**src/rtl/serial_sub_pkg.sv**
```systemverilog
// Shared state encoding and sizing helpers for the bit-serial subtractor controller.
// Pure declarations, no logic; no flow control here.
package serial_sub_pkg;

    localparam logic [1:0] S_IDLE = 2'd0;
    localparam logic [1:0] S_RUN  = 2'd1;
    localparam logic [1:0] S_DONE = 2'd2;

    typedef enum logic [1:0] {
        ST_IDLE = S_IDLE,
        ST_RUN  = S_RUN,
        ST_DONE = S_DONE
    } state_e;

    // Bit-position counter width; a 1-bit build still needs one counter bit.
    function automatic int cnt_width(input int width);
        return (width > 1) ? $clog2(width) : 1;
    endfunction

endpackage

```
**src/rtl/fs_using_mux.sv**
```systemverilog
// 1-bit full subtractor (a - b - bin) built from 2:1 muxes selected by the minuend bit.
// Purely combinational, zero latency; no backpressure.
module fs_using_mux (
    input  logic a,
    input  logic b,
    input  logic bin,
    output logic diff,
    output logic borrow
);

    logic b_x_bin;

    assign b_x_bin = b ^ bin;
    assign diff    = a ? ~b_x_bin : b_x_bin;
    // With a=1 only both b and bin set borrow; with a=0 either one does.
    assign borrow  = a ? (b & bin) : (b | bin);

endmodule

```
**src/rtl/serial_subtractor_ctrl.sv**
```systemverilog
// Steps one shared full-subtractor cell over WIDTH cycles, LSB first, to produce a - b - bin.
// Done pulses WIDTH cycles after the accepting edge; start is ignored while busy (no queuing).
module serial_subtractor_ctrl
    import serial_sub_pkg::*;
#(
    parameter int WIDTH = 8
) (
    input  logic             clk,
    input  logic             rst,
    input  logic             start,
    input  logic [WIDTH-1:0] a,
    input  logic [WIDTH-1:0] b,
    input  logic             bin,
    output logic             busy,
    output logic             done,
    output logic [WIDTH-1:0] diff,
    output logic             bout
);

    localparam int              CW       = cnt_width(WIDTH);
    localparam logic [CW-1:0]   CNT_LAST = CW'(WIDTH - 1);

    state_e           state_q;
    logic [WIDTH-1:0] a_sh_q;
    logic [WIDTH-1:0] b_sh_q;
    logic [WIDTH-1:0] diff_sh_q;
    logic [WIDTH-1:0] diff_sh_d;
    logic             br_q;
    logic [CW-1:0]    cnt_q;
    logic             busy_q;
    logic             done_q;
    logic [WIDTH-1:0] diff_q;
    logic             bout_q;

    logic             cell_diff;
    logic             cell_borrow;

    fs_using_mux u_cell (
        .a      (a_sh_q[0]),
        .b      (b_sh_q[0]),
        .bin    (br_q),
        .diff   (cell_diff),
        .borrow (cell_borrow)
    );

    // New bit enters at the MSB so after WIDTH steps bit 0 sits at position 0.
    always_comb begin
        diff_sh_d = WIDTH'({cell_diff, diff_sh_q} >> 1);
    end

    always_ff @(posedge clk) begin
        if (rst) begin
            state_q   <= ST_IDLE;
            a_sh_q    <= '0;
            b_sh_q    <= '0;
            diff_sh_q <= '0;
            br_q      <= 1'b0;
            cnt_q     <= '0;
            busy_q    <= 1'b0;
            done_q    <= 1'b0;
            diff_q    <= '0;
            bout_q    <= 1'b0;
        end else begin
            case (state_q)
                ST_IDLE: begin
                    if (start) begin
                        a_sh_q    <= a;
                        b_sh_q    <= b;
                        br_q      <= bin;
                        cnt_q     <= '0;
                        diff_sh_q <= '0;
                        busy_q    <= 1'b1;
                        state_q   <= ST_RUN;
                    end
                end
                ST_RUN: begin
                    a_sh_q    <= a_sh_q >> 1;
                    b_sh_q    <= b_sh_q >> 1;
                    diff_sh_q <= diff_sh_d;
                    br_q      <= cell_borrow;
                    if (cnt_q == CNT_LAST) begin
                        done_q  <= 1'b1;
                        diff_q  <= diff_sh_d;
                        bout_q  <= cell_borrow;
                        state_q <= ST_DONE;
                    end else begin
                        cnt_q <= cnt_q + CW'(1);
                    end
                end
                ST_DONE: begin
                    done_q  <= 1'b0;
                    busy_q  <= 1'b0;
                    state_q <= ST_IDLE;
                end
                default: begin
                    state_q <= ST_IDLE;
                end
            endcase
        end
    end

    assign busy = busy_q;
    assign done = done_q;
    assign diff = diff_q;
    assign bout = bout_q;

endmodule
```
**config.mk**
```make
export PLATFORM = sky130hd
export DESIGN_NAME = serial_subtractor_ctrl
export DESIGN_NICKNAME = d
export VERILOG_FILES = /design/src/rtl/serial_sub_pkg.sv /design/src/rtl/fs_using_mux.sv /design/src/rtl/serial_subtractor_ctrl.sv
export SDC_FILE = /design/constraint.sdc
export NUM_CORES = 1
export LEC_CHECK = 0
export BUFFER_PORTS_ARGS = -buffer_cell sky130_fd_sc_hd__buf_2
export CORE_AREA = 4 4 60 62
export CTS_CLUSTER_DIAMETER = 150
export DETAILED_ROUTE_END_ITERATION = 8
export DIE_AREA = 0 0 64 66
export PLACE_DENSITY = 0.82
export SLEW_MARGIN = 20
export SYNTH_ARGS = -nofsm -noshare
export SYNTH_HDL_FRONTEND = slang
export SYNTH_SLANG_ARGS = --single-unit
export TNS_END_PERCENT = 20
```
**constraint.sdc**
```tcl
create_clock -name clk -period 4.3 [get_ports clk]
set_input_delay 0.645 -clock clk [delete_from_list [all_inputs] [get_ports clk]]
set_output_delay 0.645 -clock clk [all_outputs]
set_load 0.01 [all_outputs]
```
==> out/metrics.csv, run 1 <==
stage;metric;value;unit
timing;smallest hold slack;0.459;ns
synth;main combinational cell family by area after synthesis;simple AND/OR/NAND/NOR gates;
critical_path;CP Capture Type;flip-flop;
min_path;worst hold endpoint;diff[0];
critical_path;crit-path max cell delay;0.71;ns
critical_path;worst reg-to-reg path cell count;3;
power;worst vdd ir;0.000175;V
power;Pleak;0.000775;uW
placed_design;HPWL Detailed;2130;um
timing;Final min period;1.67;ns
drt;Max Used Layer;met4;
critical_path;Worst path top cell family by delay;simple AND/OR/NAND/NOR gates;
finish;nets;247;
critical_path;CP Cell Sequence;or2b_1 -> nand2_1 -> a311oi_1;
timing;Achievable Freq;598;MHz
timing;Post-Route Setup TNS;0;ns
clocking;CTS clk-pin slew, worst paths;0.10;ns
global_routing;GRT Residual Overflow;0;
drt;met2 wire len;1530;um
finish;layout cells sized above 1;21.0;%
critical_path;crit path kind;reg -> reg;
timing;Final Max Tran Viols;0;
timing;Worst slew margin;48.6;%
clocking;CTS tree;yes;
drt;met1 wire length;1540;um
drt;antenna-violating nets left;0;
die;# rows;20;
die;Ports;31;
die;Die Ht;66;um
global_routing;Total GRT Usage;17.0;%
clocking;Post-CTS Setup Repair Bufs;0;
die;die footprint;4220;um^2
critical_path;Worst path slowest cell;or2b_1;
die;core area;3030;um^2
clocking;hold bufs inserted after CTS;0;
global_routing;largest net degree at the start of global routing;41;
timing;Worst Tran Pin Value;0.771;ns
power;PD cells;360;nW/um^2
global_routing;first-pass GRT wire length;5660;um
synth;yosys warns;0;
clocking;Max Root-Sink Buffers;2;
timing;endpoints failing setup;0;
critical_path;reg2reg setup slack;2.63;ns
clocking;CTS resizes;0;
clocking;TritonCTS Buffers;5;
synth;mux cell area share after synthesis;0;%
clocking;clock latency on the worst-skew pair;0.35;ns
synth;sequential share of the synthesized area;46.1;%
synth;Yosys reg bits;40;
finish;diodes inserted;0;
synth;Synth Area in Simple Gates;22.5;%
synth;syn_area_per_cell;8.64;um^2
global_routing;initial antenna violation count;0;
drt;via/cell ratio;5.29;
synth;post-synthesis adder-cell area fraction;2.88;%
drt;Routed wire per std cell;12.2;um
synth;Synth Area in XOR/XNOR;0.504;%
clocking;Clock Tree Root;clkbuf_4;
finish;fillers;293;
drt;via count;1418;
placed_design;Cells after DPL;260;
critical_path;crit-path max FO;21;
critical_path;CP Data Required Time;4.55;ns
min_path;worst hold path class;reg -> reg;
die;Die Wd;64;um
finish;area grow syn2layout;8.86;%
critical_path;Worst setup SP type;flip-flop;
global_routing;vias in the first global route;1293;
timing;Final Skew;0.0118;ns
placed_design;port buffer count;30;
run_status;status;complete, no violations;
timing;RSZ-0062 raised after global routing;no;
drt;DRT Pass-1 Iters;4;
clocking;CTS sink cnt;40;
min_path;hold path startpoint;diff[0];
synth;EDFF count, synth;0;
critical_path;Worst R2R Start;state_q[0];
flow_run;max-cap violations;0;
die;Initial Utilization;57.4;%
drt;DRT iter0 DRCs;70;
timing;Hold Vio Cnt, Final;0;
synth;syn_nets;225;
synth;Synth Flop Type;dfxtp_1;
critical_path;reg2reg end;b_sh_q[2];
critical_path;crit path DAT;1.92;ns
synth;Syn Inst Count;201;
synth;Async SR Flop Fraction;0;%
min_path;hold path depth;2;
drt;wire length on met3;150;um
synth;Mapped Area;1740;um^2
synth;Synth Area in Compound Gates;21.0;%
placed_design;Placer Congestion;0.700;
drt;final wirelength;3280;um
critical_path;CP Buf/Inv Count;0;
drt;DRC violations left;0;
timing;period utilization;38.9;%
synth;Synth cell types;35;
clocking;H-tree levels;2;
finish;non-filler cells in the finished layout;268;
worst max-delay path by stage:
| stage | from | end | slack [ns] | cells past startpoint |
|---|---|---|---|---|
| final | state_q[0] | b_sh_q[2] | 2.63 | 3 |
| after global placement | start | br_q | 2.57 | 4 |
| after floorplan | start | cnt_q[1] | 2.89 | 4 |
| after detailed placement | start | diff_sh_q[5] | 2.54 | 4 |
| after CTS | state_q[1] | b_sh_q[2] | 2.62 | 3 |
| after global routing | state_q[1] | b_sh_q[2] | 2.44 | 3 |
synthesized netlist by cell type (2+ instances only):
cell      count  area [um^2]
dfxtp_1      40          801
nand2_1      38          143
a21oi_1      31          155
nor2_1       21         78.8
nand3_1       9         45.0
a211oi_1      7         52.6
buf_6         6         67.6
a211oi_2      5         62.6
buf_2         4         20.0
ha_1          4         50.1
nor3_1        4         20.0
a22oi_1       3         22.5
clkbuf_1      3         11.3
inv_1         3         11.3
nand2b_1      2         12.5
nor3b_1       2         15.0
logic make-up (layout without fill, tap and decap cells):
group | count (synthesis) | count (layout)
simple gates | 85 | 85
flops | 40 | 40
fa+ha+maj | 4 | 4
compound gates | 53 | 53
xor+xnor | 1 | 1
buf+inv | 18 | 41
power by group:
group | switching [uW] | total, uW | internal, uW | leakage (uW)
registers | 12.2 | 401 | 388 | 0.000327
logic | 51.5 | 85.8 | 34.3 | 0.000415
clock network | 114 | 194 | 80.7 | 0.0000326
sequential cells by signal (all words and copies together), names as in the netlist:
signal     cells
br_q           1
bout           1
diff           8
a_sh_q         8
done           1
busy           1
state_q        2
cnt_q          3
diff_sh_q      7
b_sh_q         8
tightest hold or removal path, cell delays in order (launching register included):
cell and delay (ns):
dfxtp_1 0.32, nand2_1 0.05, a21oi_1 0.05
per-layer routing:
metal  track usage (%)  up-vias
li1                  -      732
met1              21.1      648
met2              27.5       31
met3              4.42        7
met4              8.09        0
met5                 0        -
final cells by class:
type | instances | area (um^2) | area share (%)
inverter | 3 | 11.3 | 0.596
sequential | 40 | 801 | 42.4
multi-input combinational | 143 | 815 | 43.1
tap | 44 | 55.1 | 2.91
clock buffer | 8 | 58.8 | 3.11
timing repair buffer | 30 | 150 | 7.94
metrics by stage:
step	worst slack [ns]	power (uW)	util [%]	area [um^2]
after detailed placement	2.54	495	60.5	1830
after global routing	2.44	720	62.4	1890
after global placement	2.57	492	60.5	1830
after floorplan	2.89	480	-	1740
final	2.63	681	62.4	1890
after CTS	2.62	683	62.4	1890
cells in the final DEF, fill, tap and decap left out, types with 3 or more instances in the layout:
cell / synthesis / final
a211oi_1: 7 / 7
nand2_1: 38 / 38
a22oi_1: 3 / 3
buf_2: 4 / 30
inv_1: 3 / 3
clkbuf_4: 0 / 5
ha_1: 4 / 4
a211oi_2: 5 / 5
dfxtp_1: 40 / 40
nor3_1: 4 / 4
nor2_1: 21 / 21
nand3_1: 9 / 9
a21oi_1: 31 / 31
No activity file was read; power rests on OpenSTA's default activity.
==> run 2, diff against run 1 <==
CORE_AREA = 4 4 62 64   (was 4 4 60 62)
DIE_AREA = 0 0 66 68   (was 0 0 64 66)
PLACE_DENSITY = 0.78   (was 0.82)
clock period = 1.65 ns   (was 4.3 ns; I/O delays follow)
==> out/metrics.csv, run 2 (synthesis results as in run 1) <==
stage;metric;value;unit
critical_path;CP Data Required Time;1.88;ns
critical_path;reg2reg end;cnt_q[2];
die;die footprint;4490;um^2
timing;Worst slew margin;68.2;%
timing;Final Skew;0.00534;ns
critical_path;CP Capture Type;flip-flop;
power;Pleak;0.000804;uW
finish;layout cells sized above 1;23.2;%
timing;Final min period;1.46;ns
die;Die Ht;68;um
clocking;Clock Tree Root;clkbuf_4;
timing;Worst Tran Pin Value;0.476;ns
placed_design;port buffer count;30;
die;Die Wd;66;um
drt;via/cell ratio;5.22;
drt;DRT iter0 DRCs;111;
clocking;H-tree levels;2;
clocking;CTS clk-pin slew, worst paths;0.12;ns
power;Pwr Total;1800;uW
drt;via count;1431;
global_routing;largest net degree at the start of global routing;27;
placed_design;dpl cell area;1880;um^2
clocking;hold bufs inserted after CTS;0;
finish;commonest non-fill, non-tap cell in the layout;dfxtp_1;
finish;diodes inserted;0;
clocking;clock latency on the worst-skew pair;0.35;ns
critical_path;crit-path most repeated cell;ha_1;
global_routing;GRT Residual Overflow;0;
clocking;Max Root-Sink Buffers;2;
drt;DRC violations left;0;
global_routing;initial antenna violation count;0;
timing;period utilization;88.7;%
critical_path;Setup crit end;cnt_q[2];
timing;Final Max Tran Viols;0;
timing;Post-Route Setup TNS;0;ns
min_path;worst hold path class;in -> reg;
clocking;CTS resizes;0;
flow_run;max-cap violations;0;
placed_design;Placer Congestion;0.785;
finish;Final Util;59.0;%
clocking;Post-CTS Setup Repair Bufs;0;
drt;DRT Pass-1 Iters;4;
critical_path;reg2reg setup slack;0.19;ns
finish;area grow syn2layout;11.6;%
placed_design;HPWL Detailed;2290;um
critical_path;CP Cell Sequence;ha_1 -> ha_1 -> or3b_4 -> nand3_1 -> a21oi_1;
timing;Achievable Freq;683;MHz
critical_path;Worst setup SP type;flip-flop;
finish;most frequent cells in the layout;40 x dfxtp_1, 38 x nand2_1, 31 x a21oi_1;
global_routing;vias in the first global route;1350;
critical_path;Worst R2R Start;cnt_q[0];
power;PD cells;930;nW/um^2
critical_path;crit path kind;reg -> reg;
die;# rows;21;
drt;antenna-violating nets left;0;
die;Initial Utilization;52.9;%
clocking;CTS sink cnt;40;
clocking;CTS tree;yes;
timing;endpoints failing setup;0;
die;core area;3280;um^2
finish;final non-filler cell area;1940;um^2
power;worst vdd ir;0.000557;V
die;Ports;31;
critical_path;crit-path max FO;4;
drt;Routed wire per std cell;12.1;um
timing;RSZ-0062 raised after global routing;no;
drt;final wirelength;3320;um
critical_path;Worst path slowest cell;or3b_4;
clocking;TritonCTS Buffers;5;
run_status;status;complete, no violations;
global_routing;Total GRT Usage;16.6;%
global_routing;first-pass GRT wire length;5650;um
finish;nets;251;
timing;Hold Vio Cnt, Final;0;
critical_path;crit path launch;cnt_q[0];
critical_path;worst reg-to-reg path cell count;5;
critical_path;crit path DAT;1.69;ns
critical_path;crit-path max cell delay;0.41;ns
==> run 2: changes by cell type in the layout (fill, tap and decap cells not counted), sizes merged <==
| cell | before | now |
|---|---|---|
| clkinv | 0 | 2 |
| buf | 30 | 34 |
| clkbuf | 8 | 6 |
==> run 2: power breakdown <==
group / total [uW] / internal (uW) / switching, uW
Sequential: 1040 / 1010 / 32.5
Clock: 525 / 203 / 322
Combinational: 234 / 99.8 / 134
==> run 2: worst min-delay path by stage <==
stage / startpoint / slack (ns) / cells past startpoint / end
after global placement: diff[5] / 0.44 / 2 / diff[5]
after CTS: b[3] / 0.11 / 3 / b_sh_q[3]
after detailed placement: diff[5] / 0.45 / 2 / diff[5]
after floorplan: a[2] / 0.39 / 2 / a_sh_q[2]
after global routing: a[7] / 0.13 / 3 / a_sh_q[7]
final: b[3] / 0.13 / 3 / b_sh_q[3]
==> run 2: per-layer routing <==
metal  vias to the layer above  track usage [%]  share of wire [%]
met2                        29             29.2                 47
met3                         7             3.94                5.0
met1                       659             18.4                 45
met4                         0             9.90                2.5
met5                         -                0                  0
li1                        736                -                  -
==> run 2: cell type report <==
| cell class | count | area [um^2] |
|---|---|---|
| Multi-Input combinational cell | 143 | 815 |
| Clock buffer | 6 | 51.3 |
| Clock inverter | 2 | 10.0 |
| Tap cell | 46 | 57.6 |
| Inverter | 3 | 11.3 |
| Sequential cell | 40 | 801 |
| Fill cell | 320 | 1350 |
| Timing Repair Buffer | 34 | 193 |
==> run 2: stage by stage <==
step	cells	setup WS, ns	hold WS, ns
global placement	266	0.247	0.441
global route	274	0.0113	0.131
finish	274	0.186	0.126
floorplan	201	0.296	0.389
detailed placement	266	0.189	0.445
CTS	274	0.179	0.113
==> run 2: critical path, delay by kind of cell, from the launching register on <==
kind	cells	cell delay, ns
compound gates	1	0.07
fa+ha+maj	2	0.42
flops	1	0.35
simple gates	2	0.51
